===== config.mk =====
export PLATFORM = sky130hd
export DESIGN_NAME = odev1_scan
export DESIGN_NICKNAME = d
export VERILOG_FILES = /design/src/rtl/odev1_scan.sv
export SDC_FILE = /design/constraint.sdc
export NUM_CORES = 1
export LEC_CHECK = 0
export CAP_MARGIN = 10
export CORE_ASPECT_RATIO = 0.5
export CORE_MARGIN = 2
export CORE_UTILIZATION = 56
export CTS_BUF_LIST = sky130_fd_sc_hd__clkbuf_8 sky130_fd_sc_hd__clkbuf_16
export DETAILED_ROUTE_END_ITERATION = 10
export PLACE_DENSITY = 0.84
export SYNTH_ARGS = -nofsm -noshare
export SYNTH_HDL_FRONTEND = slang
export SYNTH_SLANG_ARGS = --single-unit

===== constraint.sdc =====
create_clock -name clk -period 3.7 [get_ports clk]
set_clock_uncertainty 0.2 [all_clocks]
set_input_delay 0.555 -clock clk [delete_from_list [all_inputs] [get_ports clk]]
set_output_delay 0.555 -clock clk [all_outputs]
set_load 0.03 [all_outputs]

===== src/rtl/odev1_scan.sv =====
// Truth-table scanner: steps {a,b,c,d} through all 16 input vectors, waits
// SETTLE_CYCLES per vector, then captures f into table_out and counts the ones.
module odev1_scan #(
    parameter int unsigned SETTLE_CYCLES = 1
) (
    input  logic        clk,
    input  logic        rst,
    input  logic        start,
    input  logic        f,
    output logic        a,
    output logic        b,
    output logic        c,
    output logic        d,
    output logic        busy,
    output logic        done,
    output logic [15:0] table_out,
    output logic [4:0]  ones_count
);

    typedef enum logic [1:0] {
        IDLE,
        APPLY,
        SAMPLE,
        DONE
    } state_e;

    // The counter runs from SETTLE_CYCLES-1 down to 0, giving SETTLE_CYCLES APPLY cycles.
    localparam logic [3:0] SETTLE_LOAD = 4'(SETTLE_CYCLES - 1);

    state_e      state_q, state_d;
    logic [3:0]  idx_q, idx_d;
    logic [3:0]  settle_q, settle_d;
    logic [15:0] table_q, table_d;
    logic [4:0]  ones_q, ones_d;

    // NOTE: every signal gets a default before the case so no path leaves it unassigned (no latches).
    always_comb begin
        state_d  = state_q;
        idx_d    = idx_q;
        settle_d = settle_q;
        table_d  = table_q;
        ones_d   = ones_q;
        busy     = 1'b0;
        done     = 1'b0;

        case (state_q)
            IDLE: begin
                if (start) begin
                    state_d  = APPLY;
                    idx_d    = 4'd0;
                    table_d  = 16'h0000;
                    ones_d   = 5'd0;
                    settle_d = SETTLE_LOAD;
                end
            end
            APPLY: begin
                busy = 1'b1;
                if (settle_q == 4'd0) begin
                    state_d = SAMPLE;
                end else begin
                    settle_d = settle_q - 4'd1;
                end
            end
            SAMPLE: begin
                busy           = 1'b1;
                table_d[idx_q] = f;
                ones_d         = ones_q + 5'(f);
                // idx saturates at 15 so the vector outputs stay put through DONE.
                if (idx_q == 4'd15) begin
                    state_d = DONE;
                end else begin
                    idx_d    = idx_q + 4'd1;
                    settle_d = SETTLE_LOAD;
                    state_d  = APPLY;
                end
            end
            DONE: begin
                done    = 1'b1;
                state_d = IDLE;
            end
            default: state_d = IDLE;
        endcase
    end

    // NOTE: sequential state uses non-blocking assignments so all flops update together at the edge.
    always_ff @(posedge clk or posedge rst) begin
        if (rst) begin
            state_q  <= IDLE;
            idx_q    <= 4'd0;
            settle_q <= 4'd0;
            table_q  <= 16'h0000;
            ones_q   <= 5'd0;
        end else begin
            state_q  <= state_d;
            idx_q    <= idx_d;
            settle_q <= settle_d;
            table_q  <= table_d;
            ones_q   <= ones_d;
        end
    end

    // Vector outputs come straight from flops, so they only move at clock edges.
    assign {a, b, c, d} = idx_q;
    assign table_out    = table_q;
    assign ones_count   = ones_q;

endmodule


==> reports/summary.txt, run 1 <==
Final slew viol count = 0
First-pass DRT Iterations = 4
DIE WIDTH = 84.2 um
Maximum vdd drop = 0.000423 V
Post-synthesis async set-or-reset flop share = 100%
Core Rows = 14
Postcts setup bufs = 0
Vias in the first global route = 1504
CTS resizes = 0
WHS = 306 ps
Setup_tns = 0 ps
Place WS = 916 ps
Vias per inst = 5.94
Clock Latency Late Sink = 290 ps
YS warnings = 0
Fmax = 0.385 GHz
Slew headroom = 33.8%
Worst Tran Pin Value = 965 ps
Crit end category = flop
Syn_nets = 209
Top post-synthesis cells by count = o21ai_0, dfrtp_1, a21boi_0
Top_reg_cell synth = dfrtp_1
Avg Cell Area, Syn = 9.44 um2
Crit Path Category = reg2reg
Final nets = 239
ANT nets after route = 0
Max-cap violations = 0
Switching Share = 43.0%
Core Area = 0.00303 mm2
Filler instances = 245
Clock buffer depth = 2
Clock-pin slew on the worst setup and hold paths = 70 ps
Status = complete, no violations
Post-synthesis sequential area ratio = 43.0%
Power share of the combinational group = 48.5%
Sequential power share = 30.2%
Initial antenna violation count = 0
Post-synth top area cell = dfrtp_1
Startpoint types = flop
Critical path peak fanout = 19
Number of synthesized flops with an enable pin = 0
Share of cells above drive strength 1 = 7.66%
R2r startpoint = state_q[0]$_DFFE_PP0P_
Static Leakage = 1.01 nW
Vias = 1557
Post-synthesis cell type count = 39
Worst hold-check path type = reg2reg
DP HPWL = 2860 um
Clk sinks = 31
Most common cell in the netlist = o21ai_0
Final Setup Violations = 0
Total power density per cell area = 735 mW/mm2
Clock H-tree levels = 2
Synth Instances = 191
Final worst-path cycle share = 70.2%
Final Hold Viols = 0
Post-CTS Hold Fix Bufs = 0
Synth top area cells = dfrtp_1, o21ai_0, ha_1, a21boi_0, mux2i_1
Total power = 1.66 mW
# port buffers = 30
Clk network pwr share = 21.3%
Die Ht = 44.1 um
Total Die Area = 0.00372 mm2
Data required time at the worst endpoint = 3670 ps
Diode count = 0
Beginning of the critical path = state_q[0]$_DFFE_PP0P_
Area Growth Syn to Fin = 25.0%
Mapped Area = 0.00180 mm2
Top cell type's share of synthesized area = 43.0%
CTS tree = yes
First-pass GRT wire length = 6800 um
DRT Wirelength = 4120 um
GR Overflow Total = 0
Initial core utilization = 59.5%
Hold_sp = table_out[7]$_DFFE_PP0P_
Largest net degree at the start of global routing = 32
WL/cell = 15.7 um
Internal = 0.943 mW
NetSw = 0.713 mW
DRC Markers = 0
Cts bufs inserted = 5
# IOs = 31
FF+latch count, synth = 31
Placer Congestion = 0.829
RSZ-0062 raised after global routing = no
Critical Path AT = 2570 ps
GRT Total Usage = 23.6%
Worst setup margin = 1100 ps
Root Driver = clkbuf_8
Initial DRC Count = 128
Period minus WS final = 2600 ps
-- cells in the final DEF (no fill, tap or decap), types with 5 or more instances in the layout --
| master | n |
|---|---|
| nor2_1 | 5 |
| mux2i_1 | 5 |
| nand2b_1 | 5 |
| ha_1 | 14 |
| o21ai_0 | 36 |
| nand3_1 | 9 |
| clkdlybuf4s50_1 | 30 |
| nand2_1 | 11 |
| dfrtp_1 | 31 |
| a21boi_0 | 15 |
| inv_1 | 10 |
| clkbuf_8 | 6 |
-- cell type report --
| type | instances | area [um2] | area share (%) |
|---|---|---|---|
| sequential | 31 | 776 | 34.4 |
| clock inverter | 2 | 35.0 | 1.55 |
| inverter | 10 | 37.5 | 1.67 |
| tap | 40 | 50.0 | 2.22 |
| timing repair buffer | 33 | 323 | 14.3 |
| clock buffer | 6 | 82.6 | 3.66 |
| multi-input combinational | 140 | 950 | 42.1 |
-- flip-flops by register name, summed over array words and instances (netlist names) --
| register | count |
|---|---|
| table_out | 16 |
| ones_count | 5 |
| idx_q | 4 |
| settle_q | 4 |
| state_q | 2 |
-- final timing paths --
check	end	cells after the start	slack, ps
max in group asynchronous	table_out[11]$_DFFE_PP0P_	3	2560
max reg2reg	table_out[7]$_DFFE_PP0P_	7	1100
min	table_out[7]$_DFFE_PP0P_	2	310
max	table_out[7]$_DFFE_PP0P_	7	1100
min reg2reg	table_out[7]$_DFFE_PP0P_	2	310
min in group asynchronous	state_q[1]$_DFFE_PP0P_	3	450
-- per-layer routing --
layer	share of wire (%)	up-vias	GRT usage (%)
met5	0	-	0
met4	0.92	0	10.0
met2	48	48	39.2
li1	-	747	-
met1	46	758	30.1
met3	5.4	4	6.34
-- critical path, cell delays in order (launching register included) --
cell and delay [ps]:
dfrtp_1 420, inv_1 110, ha_1 420, mux2i_1 810
buf_4 310, nor2_1 60, nand3_1 70, nand3_1 80
-- per-stage QoR --
| step | cells | utilization [%] | instance area (um2) |
|---|---|---|---|
| 2_1_floorplan | 191 | - | 1800 |
| 3_3_place_gp | 254 | 70.5 | 2140 |
| 3_5_place_dp | 254 | 70.5 | 2140 |
| 4_1_cts | 262 | 74.4 | 2250 |
| 5_1_grt | 262 | 74.4 | 2250 |
| 6_report | 262 | 74.4 | 2250 |
-- power groups by stage --
stage          Clock, mW  Sequential (mW)  Combinational [mW]
6_report           0.353            0.500               0.804
5_1_grt            0.370            0.512               0.877
4_1_cts            0.354            0.497               0.804
3_5_place_dp           0            0.503               0.797
3_3_place_gp           0            0.501               0.773
2_1_floorplan          0            0.589               0.448
-- kinds of logic (layout without fill, tap and decap cells) --
family | Yosys count | in the layout | synth area share [%]
adders and majority gates | 14 | 14 | 9.72
DFF | 31 | 31 | 43.0
AOI/OAI and AO/OA | 73 | 73 | 25.3
buffers and inverters | 20 | 51 | 4.30
muxes | 5 | 5 | 2.78
and+or+nand+nor | 48 | 48 | 14.9
Note: power is estimated with default switching activity, not from simulation.
==> run 2, diff against run 1 <==
CORE_UTILIZATION = 47   (was 56)
PLACE_DENSITY = 0.75   (was 0.84)
clock period = 2.1 ns   (was 3.7 ns; I/O delays follow)
==> run 2 against run 1 <==
Core utilization down 8.3 points. First-iteration DRC count down 47%. Highest routed layer unchanged. Cell count up 8.8%. Largest cell class unchanged. Critical path type is now reg2out.
==> reports/summary.txt, run 2 (synthesis results as in run 1) <==
Status = complete, no violations
DIE WIDTH = 91.6 um (+8.7%)
DRC Markers = 0 (unchanged)
RSZ-0062 raised after global routing = no
DP HPWL = 2990 um (+4.4%)
DRT Wirelength = 4310 um (+4.6%)
Most frequent cells in the layout = o21ai_0, dfrtp_1, clkdlybuf4s50_1
Final slew viol count = 0 (unchanged)
ANT nets after route = 0 (unchanged)
First-pass DRT Iterations = 4 (unchanged)
Largest net degree at the start of global routing = 32 (unchanged)
Area after DPL = 0.00227 mm2 (+6.3%)
Final Cell Area = 0.00234 mm2 (+4.0%)
CTS resizes = 2 (+2)
Share of cells above drive strength 1 = 12.4% (+4.7 points)
Maximum vdd drop = 0.000540 V (+28%)
Initial antenna violation count = 0 (unchanged)
Total power density per cell area = 1230 mW/mm2 (+67%)
Setup_tns = 0 ps (unchanged)
Filler instances = 293 (+20%)
Place WS = 4.98 ps (-911 ps)
Period minus WS final = 2010 ps
Postcts setup bufs = 0 (unchanged)
Core Rows = 15 (+1)
Core Area = 0.00355 mm2 (+17%)
Max-cap violations = 0 (unchanged)
Clock H-tree levels = 2 (unchanged)
Total Die Area = 0.00438 mm2 (+18%)
Crit Path Category = reg2out
Vias per inst = 5.56 (-6.4%)
Crit end category = output port
Critical path peak fanout = 5 (-14)
Die Ht = 47.8 um (+8.3%)
Final Setup Violations = 0 (unchanged)
Worst hold-check path type = in2async
Root Driver = clkbuf_8
Area of the multi-input gates = 952 um2 (+0.26%)
Slew headroom = 72.7% (+39 points)
Max FFs per register = 16 (unchanged)
Critical Path AT = 1490 ps (-1080 ps)
Worst Tran Pin Value = 409 ps (-556 ps)
Area Growth Syn to Fin = 30.0%
Final nets = 253 (+5.9%)
Diode count = 0 (unchanged)
# port buffers = 30 (unchanged)
Final Instance Count excl. Fillers = 285 (+8.8%)
GR Overflow Total = 0 (unchanged)
Cts bufs inserted = 5 (unchanged)
Placed insts = 279 (+9.8%)
Initial DRC Count = 68 (-47%)
Final Hold Viols = 0 (unchanged)
Commonest non-fill, non-tap cell in the layout = o21ai_0
Initial core utilization = 50.8% (-8.7 points)
Sequential Area = 776 um2 (unchanged)
Clk sinks = 31 (unchanged)
Vias in the first global route = 1531 (+1.8%)
Static Leakage = 1.07 nW (+5.9%)
Post-CTS Hold Fix Bufs = 0 (unchanged)
WL/cell = 15.1 um (-3.8%)
Worst setup margin = 91.9 ps (-1010 ps)
Vias = 1586 (+1.9%)
First-pass GRT wire length = 7210 um (+6.1%)
Clock buffer depth = 2 (unchanged)
Fmax = 0.498 GHz
# IOs = 31 (unchanged)
Clock-pin slew on the worst setup and hold paths = 60 ps (about the same)
Final worst-path cycle share = 95.6%
Clock Latency Late Sink = 280 ps (about the same)
CTS tree = yes
GRT Total Usage = 21.5% (-2.1 points)
Data required time at the worst endpoint = 1580 ps (-2090 ps)
Cells on worst reg2reg path = 5 (-2)
Placer Congestion = 0.832 (+0.37%)
Startpoint types = flop
-- run 2: changes by cell type in the layout (fill, tap and decap cells not counted), sizes merged --
cell	change
dlygate4sd2	+2
buf	+14
bufinv	-1
clkinv	-1
clkbuf	-1
clkdlybuf4s50	-2
inv	+1
-- run 2: worst paths after layout --
check	from	to	slack, ps
max	idx_q[1]$_DFFE_PP0P_	c	90
min	rst	ones_count[4]$_DFFE_PP0P_	220
max reg2reg	idx_q[1]$_DFFE_PP0P_	settle_q[3]$_DFFE_PP0P_	150
min reg2reg	table_out[6]$_DFFE_PP0P_	table_out[6]$_DFFE_PP0P_	300
max in group asynchronous	rst	table_out[14]$_DFFE_PP0P_	1180
min in group clk	table_out[6]$_DFFE_PP0P_	table_out[6]$_DFFE_PP0P_	300
-- run 2: critical path, cell delays in order, from the launching register on --
cell	delay, ps
dfrtp_1	390
buf_4	160
clkdlybuf4s50_1	670
-- run 2: where the power goes --
part	total, mW	internal, mW	switching, mW
clock network	0.424	0.215	0.209
logic	1.65	0.687	0.959
registers	0.813	0.720	0.0933
-- run 2: metal layers --
metal  share of wire [%]  global-route usage, %
met1                  48                   29.2
met2                  47                   35.7
met3                 4.4                   4.88
met4                 1.2                   6.67
met5                   0                      0
-- run 2: metrics by stage --
stage               utilization (%)  power (mW)  hold WS, ps
CTS                            66.0        2.89          242
global placement               64.0        2.43          292
global route                   66.1        3.08          273
finish                         66.1        2.88          223
detailed placement             64.0        2.47          294
floorplan                         -        1.83          219
-- run 2: final cells by class --
class / count / share of cell area (%)
clock inverters: 1 / 0.160
flip-flops and latches: 31 / 33.1
multi-input cells: 140 / 40.6
clock buffers: 5 / 2.94
repair buffers: 47 / 18.8
inverters: 10 / 1.60
well taps: 51 / 2.72
==> run 3, diff against run 2 <==
CORE_UTILIZATION = 56   (was 47)
PLACE_DENSITY = 0.84   (was 0.75)
SETUP_SLACK_MARGIN = 0.2   (was default)
SLEW_MARGIN = 10   (was default)
clock period = 2.5 ns   (was 2.1 ns; I/O delays follow)
==> run 3 against run 2 <==
Sequential share of layout area up 1.1 points. Non-clock buffer count decreased by 12. Clock power grew 21%. Flip-flop and latch count did not move. Global-route usage rose by 2.4 points. Largest cell class unchanged. Wire length decreased by 4.1%. Power is 15% lower. Core utilization up 9.0 points. Hold slack improved by 58 ps. Design area decreased by 2.9%. Sequential power shrank 8.4%.
==> reports/summary.txt, run 3 (synthesis results as in run 1) <==
Status = complete, no violations
# port buffers = 30 (unchanged)
Period minus WS final = 2230 ps
Vias in the first global route = 1501 (-2.0%)
Beginning of the critical path = idx_q[3]$_DFFE_PP0P_
Total power density per cell area = 1080 mW/mm2 (-12%)
Post-route core utilization = 75.1% (+9.0 points)
DIE WIDTH = 84.2 um (-8.0%)
Area of the multi-input gates = 952 um2 (unchanged)
Final slew viol count = 0 (unchanged)
Core Rows = 14 (-1)
Clock Latency Late Sink = 280 ps (about the same)
Clock buffer depth = 2 (unchanged)
Final Setup Violations = 0 (unchanged)
Core Area = 0.00303 mm2 (-15%)
Crit path max-delay cell type = clkdlybuf4s50_1
GR Overflow Total = 0 (unchanged)
Initial core utilization = 59.5% (+8.7 points)
Worst hold-check path type = in2async
First-pass GRT wire length = 7000 um (-2.9%)
Sequential Area = 777 um2 (+0.16%)
Vias = 1591 (+0.32%)
Diode count = 0 (unchanged)
DRT Wirelength = 4130 um (-4.1%)
Share of cells above drive strength 1 = 9.38% (-3.0 points)
Initial antenna violation count = 0 (unchanged)
Critical Path AT = 1660 ps (+170 ps)
Cells on worst reg2reg path = 5 (unchanged)
Fmax = 0.448 GHz
CTS tree = yes
Clock-pin slew on the worst setup and hold paths = 70 ps (about the same)
DRC Markers = 0 (unchanged)
WL/cell = 15.6 um (+3.5%)
Setup_tns = 0 ps (unchanged)
Clock H-tree levels = 2 (unchanged)
Area Growth Syn to Fin = 26.2%
Max FFs per register = 16 (unchanged)
Slew headroom = 70.9% (-1.8 points)
Placer Congestion = 0.847 (+1.7%)
Data required time at the worst endpoint = 1920 ps (+340 ps)
Final nets = 241 (-4.7%)
Most frequent cells in the layout = o21ai_0, dfrtp_1, clkdlybuf4s50_1
Largest net degree at the start of global routing = 32 (unchanged)
Vias per inst = 6.03 (+8.3%)
# IOs = 31 (unchanged)
R2R Path End = settle_q[1]$_DFFE_PP0P_
Reg2Reg Setup Slack = 360 ps (+210 ps)
ANT nets after route = 0 (unchanged)
CP delay by family, top = buffers and inverters
Maximum vdd drop = 0.000664 V (+23%)
Initial DRC Count = 116 (+71%)
Clk sinks = 31 (unchanged)
Max-cap violations = 0 (unchanged)
Postcts setup bufs = 0 (unchanged)
Filler instances = 225 (-23%)
Die Ht = 44.1 um (-7.7%)
Crit end category = output port
Critical path depth in cells = 1 (-1)
Final worst-path cycle share = 89.3%
Final Hold Viols = 0 (unchanged)
RSZ-0062 raised after global routing = no
Startpoint types = flop
Static Leakage = 1.02 nW (-4.8%)
CP Cell Sequence = clkdlybuf4s50_1
Worst Tran Pin Value = 424 ps (+15.0 ps)
Post-CTS Hold Fix Bufs = 0 (unchanged)
Worst path bufs/invs = 1 (-1)
Critical Path Max Stage Delay = 760 ps (+90 ps)
Cts bufs inserted = 5 (unchanged)
Crit Path Category = reg2out
First-pass DRT Iterations = 4 (unchanged)
DP HPWL = 2790 um (-6.7%)
End of the critical path = a
R2r startpoint = idx_q[0]$_DFFE_PP0P_
Total Die Area = 0.00372 mm2 (-15%)
Root Driver = clkbuf_8
Critical path peak fanout = 15 (+10)
Commonest non-fill, non-tap cell in the layout = o21ai_0
GRT Total Usage = 23.9% (+2.4 points)
==> run 3: cell count changes in the layout (fill, tap and decap cells not counted), sizes merged <==
| cell | change |
|---|---|
| dlygate4sd2 | -1 |
| clkbuf | +1 |
| bufinv | +1 |
| clkinv | +1 |
| buf | -12 |
| clkdlybuf4s50 | +1 |
| inv | -1 |
==> run 3: what timing repair did <==
| item | CTS | global route |
|---|---|---|
| pin swaps | 0 | 0 |
| endpoints found under the hold margin | 0 | 0 |
| resized for setup | 1 | 3 |
| setup endpoints to repair | 1 | 16 |
==> run 3: how the worst min path moves through the flow <==
stage,endpoint,depth (start not counted),slack [ps]
global placement,table_out[7]$_DFFE_PP0P_,2,290
CTS,settle_q[2]$_DFFE_PP0P_,3,290
detailed placement,table_out[3]$_DFFE_PP0P_,2,300
finish,idx_q[0]$_DFFE_PP0P_,3,280
floorplan,idx_q[0]$_DFFE_PP0P_,1,280
global route,idx_q[0]$_DFFE_PP0P_,3,340
==> run 3: per-layer routing <==
metal | vias to the layer above | part of all wire [%] | GRT usage, %
li1 | 752 | - | -
met1 | 776 | 46 | 31.9
met2 | 59 | 48 | 39.4
met3 | 4 | 5.5 | 6.16
met4 | 0 | 0.65 | 7.74
met5 | - | 0 | 0
==> run 3: layout make-up <==
type	count	share of cell area, %
inverters	10	1.65
multi-input cells	140	41.9
clock buffers	6	3.63
flip-flops and latches	31	34.2
clock inverters	2	1.54
repair buffers	35	15.0
well taps	40	2.20
==> run 3: report_power, final <==
| group | internal (mW) | switching [mW] | leakage (nW) |
|---|---|---|---|
| Combinational | 0.484 | 0.720 | 0.534 |
| Clock | 0.322 | 0.193 | 0.0612 |
| Sequential | 0.605 | 0.139 | 0.421 |
| Total | 1.41 | 1.05 | 1.02 |
==> run 3: stage by stage <==
step                hold WS (ps)  cell area, um2  setup slack (ps)  power (mW)  cells
finish                       281            2270               268        2.46    264
global route                 338            2270               237        2.63    264
CTS                          289            2270               228        2.45    264
detailed placement           299            2150               233        1.93    256
global placement             291            2150               253        1.91    256
floorplan                    279            1800               397        1.54    191
